### src/rtl/cic3_row_readout_sequencer_if.sv
// Stream bundle from the CIC3 row readout sequencer to the serializer.
// The master drives words; the slave applies backpressure through out_ready.
interface cic3_row_readout_sequencer_if #(
    parameter int DATA_WIDTH = 25
);
    logic [DATA_WIDTH-1:0] out_data;
    logic                  out_valid;
    logic                  out_ready;
    logic                  out_last;

    modport master (
        output out_data,
        output out_valid,
        output out_last,
        input  out_ready
    );

    modport slave (
        input  out_data,
        input  out_valid,
        input  out_last,
        output out_ready
    );
endinterface

### src/rtl/cic3_row_readout_sequencer.sv
// CIC3 row readout: walks chan_sel over the row mux and streams one frame per strobe.
// Define CIC3_READOUT_HEADER_EN to prefix each frame with a frame-count header word.
module cic3_row_readout_sequencer #(
    parameter int NUM_CHANNELS    = 24,
    parameter int DATA_WIDTH      = 25,
    parameter int FRAME_CNT_WIDTH = 8,
    parameter int SEL_WIDTH       = 5
) (
    input  logic                       clk,
    input  logic                       reset_n,
    input  logic                       enable,
    input  logic                       sample_strobe,
    output logic [SEL_WIDTH-1:0]       chan_sel,
    input  logic [DATA_WIDTH-1:0]      chan_data,
    cic3_row_readout_sequencer_if.master strm,
    output logic                       busy,
    output logic [FRAME_CNT_WIDTH-1:0] frame_cnt,
    output logic                       overrun,
    input  logic                       clr_overrun
);

    typedef enum logic [1:0] {
        IDLE,
        SETUP,
        PRESENT,
        HEADER
    } state_t;

    localparam logic [SEL_WIDTH-1:0] LAST_IDX = SEL_WIDTH'(NUM_CHANNELS - 1);

    state_t                     state, state_d;
    logic [SEL_WIDTH-1:0]       idx, idx_d;
    logic [DATA_WIDTH-1:0]      data_q, data_d;
    logic                       valid_q, valid_d;
    logic                       last_q, last_d;
    logic [FRAME_CNT_WIDTH-1:0] cnt_q, cnt_d;
    logic                       ovr_q, ovr_d;
    logic                       accept;

    assign accept = valid_q && strm.out_ready;
    assign busy   = (state != IDLE);

    // The mux only ever sees a live index while a channel word is being fetched or held.
    assign chan_sel = (state == SETUP || state == PRESENT) ? idx : '0;

    assign strm.out_data  = data_q;
    assign strm.out_valid = valid_q;
    assign strm.out_last  = last_q;
    assign frame_cnt      = cnt_q;
    assign overrun        = ovr_q;

    always_comb begin
        state_d = state;
        idx_d   = idx;
        data_d  = data_q;
        valid_d = valid_q;
        last_d  = last_q;
        cnt_d   = cnt_q;
        ovr_d   = ovr_q;

        // A strobe that lands while busy must survive a simultaneous clear.
        if (clr_overrun) begin
            ovr_d = 1'b0;
        end
        if (sample_strobe && busy) begin
            ovr_d = 1'b1;
        end

        case (state)
            IDLE: begin
                if (sample_strobe && enable) begin
                    idx_d = '0;
`ifdef CIC3_READOUT_HEADER_EN
                    state_d = HEADER;
                    data_d  = DATA_WIDTH'(cnt_q);
                    valid_d = 1'b1;
                    last_d  = 1'b0;
`else
                    state_d = SETUP;
`endif
                end
            end
            HEADER: begin
                if (accept) begin
                    valid_d = 1'b0;
                    idx_d   = '0;
                    state_d = SETUP;
                end
            end
            SETUP: begin
                data_d  = chan_data;
                valid_d = 1'b1;
                last_d  = (idx == LAST_IDX);
                state_d = PRESENT;
            end
            PRESENT: begin
                if (accept) begin
                    valid_d = 1'b0;
                    if (last_q) begin
                        cnt_d   = cnt_q + 1'b1;
                        state_d = IDLE;
                    end else begin
                        idx_d   = idx + 1'b1;
                        state_d = SETUP;
                    end
                end
            end
            default: begin
                state_d = IDLE;
            end
        endcase
    end

    always_ff @(posedge clk or negedge reset_n) begin
        if (!reset_n) begin
            state   <= IDLE;
            idx     <= '0;
            data_q  <= '0;
            valid_q <= 1'b0;
            last_q  <= 1'b0;
            cnt_q   <= '0;
            ovr_q   <= 1'b0;
        end else begin
            state   <= state_d;
            idx     <= idx_d;
            data_q  <= data_d;
            valid_q <= valid_d;
            last_q  <= last_d;
            cnt_q   <= cnt_d;
            ovr_q   <= ovr_d;
        end
    end

endmodule

### src/flat_wrapper.sv
// flat-port wrapper written by rule: the top's interface ports become plain ports
module cic3_row_readout_sequencer_flat 
#(
    parameter int NUM_CHANNELS    = 24,
    parameter int DATA_WIDTH      = 25,
    parameter int FRAME_CNT_WIDTH = 8,
    parameter int SEL_WIDTH       = 5
)
  (clk, reset_n, enable, sample_strobe, chan_sel, chan_data, busy, frame_cnt, overrun, clr_overrun, strm_out_data, strm_out_valid, strm_out_last, strm_out_ready);
  cic3_row_readout_sequencer_if #(.DATA_WIDTH(DATA_WIDTH)) strm_i ();
  input  logic clk;
  input  logic reset_n;
  input  logic enable;
  input  logic sample_strobe;
  output logic [SEL_WIDTH-1:0] chan_sel;
  input  logic [DATA_WIDTH-1:0] chan_data;
  output logic busy;
  output logic [FRAME_CNT_WIDTH-1:0] frame_cnt;
  output logic overrun;
  input  logic clr_overrun;
  output wire logic [$bits(strm_i.out_data)-1:0] strm_out_data;
  output wire logic [$bits(strm_i.out_valid)-1:0] strm_out_valid;
  output wire logic [$bits(strm_i.out_last)-1:0] strm_out_last;
  input wire logic [$bits(strm_i.out_ready)-1:0] strm_out_ready;
  assign strm_out_data = strm_i.out_data;
  assign strm_out_valid = strm_i.out_valid;
  assign strm_out_last = strm_i.out_last;
  assign strm_i.out_ready = strm_out_ready;
  cic3_row_readout_sequencer #(.NUM_CHANNELS(NUM_CHANNELS), .DATA_WIDTH(DATA_WIDTH), .FRAME_CNT_WIDTH(FRAME_CNT_WIDTH), .SEL_WIDTH(SEL_WIDTH)) u_core (.clk(clk), .reset_n(reset_n), .enable(enable), .sample_strobe(sample_strobe), .chan_sel(chan_sel), .chan_data(chan_data), .strm(strm_i), .busy(busy), .frame_cnt(frame_cnt), .overrun(overrun), .clr_overrun(clr_overrun));
endmodule
### config.mk
export PLATFORM = sky130hd
export DESIGN_NAME = cic3_row_readout_sequencer_flat
export DESIGN_NICKNAME = d
export VERILOG_FILES = /design/src/rtl/cic3_row_readout_sequencer_if.sv /design/src/rtl/cic3_row_readout_sequencer.sv /design/src/flat_wrapper.sv
export SDC_FILE = /design/constraint.sdc
export NUM_CORES = 1
export LEC_CHECK = 0
export BUFFER_PORTS_ARGS = -buffer_cell sky130_fd_sc_hd__buf_2
export CORE_ASPECT_RATIO = 1.1
export CORE_MARGIN = 1
export CORE_UTILIZATION = 49
export CTS_CLUSTER_SIZE = 8
export DETAILED_ROUTE_END_ITERATION = 6
export PLACE_DENSITY = 0.85
export RECOVER_POWER = 50
export SLEW_MARGIN = 5
export SYNTH_ARGS = -nofsm -noshare
export SYNTH_HDL_FRONTEND = slang
export SYNTH_SLANG_ARGS = --single-unit
### constraint.sdc
create_clock -name clk -period 2.4 [get_ports clk]
set_input_delay 0.24 -clock clk [delete_from_list [all_inputs] [get_ports clk]]
set_output_delay 0.24 -clock clk [all_outputs]
set_load 0.01 [all_outputs]
Word level (Yosys, flattened, before mapping)
Cells that the tools add are included.
{"block": "word_totals", "reg_bits": 43, "inputBits": 31, "output_inout_bits": 42}
{"block": "op_classes", "n_addsub": 2, "n_eq_ne": 9, "muxes": 15, "n_reduce_logical": 14}
{"cell": "5-bit two-way mux", "n": 5}
{"cell": "5-bit one-hot mux with 3 select lines", "n": 1}
{"cell": "8-bit by 1-bit adder with 8-bit output (second input constant)", "n": 1}
{"cell": "2-bit by 1-bit != test with 1-bit output (second input constant)", "n": 4}
{"cell": "2-bit one-hot mux with 4 select lines", "n": 1}
{"cell": "2-bit two-way mux", "n": 3}
{"cell": "3-bit AND reduction", "n": 2}
{"cell": "2-bit nonzero test", "n": 3}
{"cell": "5-bit by 1-bit adder with 5-bit output (second input constant)", "n": 1}
{"cell": "5-bit == test (second input constant)", "n": 1}
{"cell": "5-bit AND reduction", "n": 1}
{"cell": "2-bit == test (second input constant)", "n": 2}
{"cell": "1-bit two-way mux", "n": 4}
{"cell": "1-bit logical AND", "n": 3}
{"cell": "3-bit nonzero test", "n": 1}
{"cell": "2-bit by 1-bit == test with 1-bit output (second input constant)", "n": 1}
{"cell": "2-bit logical NOT", "n": 1}
{"cell": "2-bit != test (second input constant)", "n": 1}
{"cell": "1-bit one-hot mux with 2 select lines", "n": 1}
{"cell": "2-bit AND reduction", "n": 1}
{"cell": "2-bit OR reduction", "n": 1}
{"cell": "1-bit logical OR", "n": 1}

Longest topological paths before layout
{"block": "logic_depth", "depth_word": 4, "depth_mapped": 6}

Worst setup path before layout
OpenSTA, ideal clock, no wires.
{"block": "synth_timing", "kind": "register -> register", "from": "register u_core.state[0]", "to": "register u_core.idx[0]", "setup_ps": 125, "arrival_ps": 1562, "setup_slack_ps": 713, "path_stages_with_launch": 7, "path_buffers": 1, "path_cell_list": "dfrtp_1 > inv_1 > ha_1 > buf_6 > a2bb2oi_4 > nor3_1 > mux2_2"}
{"block": "synth_via", "elab_chain_cells": 3}
{"element": "start, declared", "line": "cic3_row_readout_sequencer.sv:31", "source": "state_t state, state_d;"}
{"element": "start signal, assigned", "line": "cic3_row_readout_sequencer.sv:124", "source": "state <= state_d;"}
{"element": "2-bit == test / 2-bit logical NOT (equally long branches)", "line": "cic3_row_readout_sequencer.sv:69", "source": "case (state)"}
{"element": "2-bit != test (no source line), or another cell as far along"}
{"element": "5-bit AND reduction (no source line)"}
{"element": "end signal, assigned", "line": "cic3_row_readout_sequencer.sv:125", "source": "idx <= idx_d;"}
{"element": "end, declared", "line": "cic3_row_readout_sequencer.sv:32", "source": "logic [SEL_WIDTH-1:0] idx, idx_d;"}
Parallel ways exist; a longest one is shown, timed or not.
A chain may end at the register's enable or synchronous reset.

Final worst setup path
{"block": "layout_timing", "from": "register u_core.state[0]", "to": "register u_core.cnt_q[7], in the netlist u_core.frame_cnt[7]"}
{"block": "layout_via", "elab_chain_cells": 2}
{"element": "2-bit == test", "line": "cic3_row_readout_sequencer.sv:69"}
{"element": "3-bit AND reduction (no source line)"}
{"element": "end signal, assigned", "line": "cic3_row_readout_sequencer.sv:129", "source": "cnt_q <= cnt_d;"}
{"element": "end, declared", "line": "cic3_row_readout_sequencer.sv:36", "source": "logic [FRAME_CNT_WIDTH-1:0] cnt_q, cnt_d;"}
Every way passes these cells.

==> run metrics <==
Cell Chain, Critical Path=inv_1, ha_1, nand4_2, nor4_1, xor2_1; crit end category=flop; Worst path slowest cell=dfrtp_1; largest area contributor in the netlist=dfrtp_1; GRT overflow=0; crit start category=flop; Pre-antenna DRT Iters=4; final count of negative-setup-slack endpoints=0; Seq/Total Area, Yosys=0.549; layout cells sized above 1=0.407; count leader, synth=dfrtp_1; Final period util=0.770; via count=1387; WL/cell=13.6 um; CP Buf/Inv Count=1; TNS Setup=0 ns; critical path fanouts, max=9; root buffer cell=clkbuf_8; Seq cells post-synth=43; CORE AREA=3740 sq um; first-pass GRT wire length=~5.8 mm; NetSw=between 1000 and 1500 uW; Via density=5.03; RSZ-0062 raised after global routing=false; Ports=73; worst reg-to-reg setup slack=~0.55 ns; CP required=2.61 ns; CP top delay family=simple AND/OR/NAND/NOR gates; crit path kind=flop to flop; die area=roughly 4300 sq um; Rel. slew slack=0.320; CTS tree=built; clk_lat worst skew=0.29 ns; fin nets=264; Die Y=~70 um; Syn Area/Cell=between 10 and 15 sq um; Max stage delay on crit path=0.44 ns; cell depth of the worst setup path=5; Port Buf Inserts=between 70 and 80; main flop type after synthesis=dfrtp_1; Final Max Tran Viols=0; Layout Area Growth over Synthesis=26.0%; number of setup buffers added after CTS=0; Async SR Flop Fraction=1.00; synth cell count leaders=dfrtp_1, mux2_2, ha_1, inv_1, nand2_1; CTS Hold Bufs=0; Antenna diodes=0; Worst Skew=0.00242 ns; Max VDD drop=0.636 mV; sequential share of power=0.382; Syn. warnings=0; CTS Sinks=43; Clk pwr share=0.216; Reg2Reg Depth=5; Comb pwr share=0.401; Gates resized, CTS repair=0; Sw Ratio=0.334; H-tree depth=2; Mapped Area=1960 sq um; Synth Instances=approximately 150; Reg-to-Reg Start=u_core.state[0]$_DFFE_PN0P_; Worst R2R End=u_core.frame_cnt[7]$_DFFE_PN0P_; Critical path origin=u_core.state[0]$_DFFE_PN0P_; Fmax=541 MHz; Synth Net Count=around 190; initial DRC count=42; clock buffer depth=2; cell-internal power=2000 uW; Clock transition at path regs=0.08 ns; Routed Antenna Nets=0; post-synth top area share=0.549; vias in the first global route=~1300; worst slack, placed=between 0.5 and 0.6 ns; Distinct cells, synth=37; hpwl dp=2.70 mm; number of synthesized flops with an enable pin=0; largest net degree at the start of global routing=44; CP arrival=2.06 ns; Num CTS Buffers=5; Final Hold Fails=0; Worst Hold Class=input pin to async pin; DRC=0; worst setup margin=0.551 ns; fin crit period=1.85 ns; top post-synthesis cells by area=dfrtp_1, mux2_2, ha_1, xnor2_1, and2_1; max-cap violations=0; status=completed; Tot Pwr=3000 uW; WL final=3.75 mm; # rows=23; die width=62.3 um; P_leak=0.00119 uW; pwr/cell area=roughly 1200 nW/um^2; Initial Utilization=0.524; GRT Overall Usage=0.178; routability-driven placement congestion ratio=0.813; Slew @ Worst Pin=about 1 ns; initial antenna violation count=0
-- registers in the layout, summed over array words and instances, names as in the netlist --
signal                 flops
u_core.idx                 5
u_core.frame_cnt           8
u_core.strm.out_valid      1
u_core.overrun             1
u_core.strm.out_data      25
u_core.state               2
u_core.strm.out_last       1
-- power by group through the flow --
stage / logic, uW / clock network (uW) / registers [uW]
after floorplan: 743 / 0 / 1260
after global placement: 1220 / 0 / 1140
after detailed placement: 1260 / 0 / 1160
after CTS: 1260 / 663 / 1140
after global routing: 1310 / 690 / 1180
final: 1200 / 648 / 1150
-- how the worst max path moves through the flow --
stage / to / slack, ns
floorplan: u_core.idx[0]$_DFFE_PN0P_ / 0.71
global placement: u_core.idx[0]$_DFFE_PN0P_ / 0.63
detailed placement: u_core.idx[0]$_DFFE_PN0P_ / 0.57
CTS: u_core.frame_cnt[7]$_DFFE_PN0P_ / 0.55
global route: u_core.frame_cnt[7]$_DFFE_PN0P_ / 0.40
finish: u_core.frame_cnt[7]$_DFFE_PN0P_ / 0.55
-- cell families (layout without fill, tap and decap cells) --
family          Yosys count  after routing  share of synthesized area
mux                      30             30                      0.172
flops                    43             43                      0.549
simple gates             35             35                      0.103
compound gates           15             15                     0.0676
fa+ha+maj                 8              8                     0.0511
xor+xnor                  7              7                     0.0313
buf+inv                  11             88                     0.0268
-- worst reg2reg max path, stage by stage (launching register included) --
cell     delay, ns
dfrtp_1       0.44
inv_1         0.15
ha_1          0.39
nand4_2       0.24
nor4_1        0.38
xor2_1        0.18
-- stage by stage --
step | util | hold WS, ns | std cells | cell area (sq um)
finish | 0.661 | 0.119 | 276 | 2470
global route | 0.661 | 0.172 | 276 | 2470
floorplan | - | -0.0556 | 149 | 1960
global placement | 0.632 | 0.420 | 268 | 2360
CTS | 0.668 | 0.113 | 276 | 2500
detailed placement | 0.632 | 0.426 | 268 | 2360
-- metal layers --
metal	global-route usage	wire, um	up-vias
met5	0	0	-
met2	0.308	1720	62
met1	0.221	1770	639
met3	0.0433	248	4
li1	-	-	682
met4	0.0610	23	0
-- area by class of cell --
class                      instances  area (sq um)
timing repair buffer              73           342
multi-input combinational         95           832
tap                               50          62.6
fill                             300          1270
clock inverter                     2          60.1
inverter                           7          26.3
sequential                        43          1080
clock buffer                       6          72.6
-- layout by cell type (no fill, tap or decap), drive strengths merged, types with 4 or more instances in the layout --
master / n
buf: 51
dfrtp: 43
mux2: 29
clkbuf: 28
ha: 8
inv: 7
nand2: 7
and2: 5
nand3: 5
nor3: 4
xnor2: 4
(Power assumes the default switching activity.)
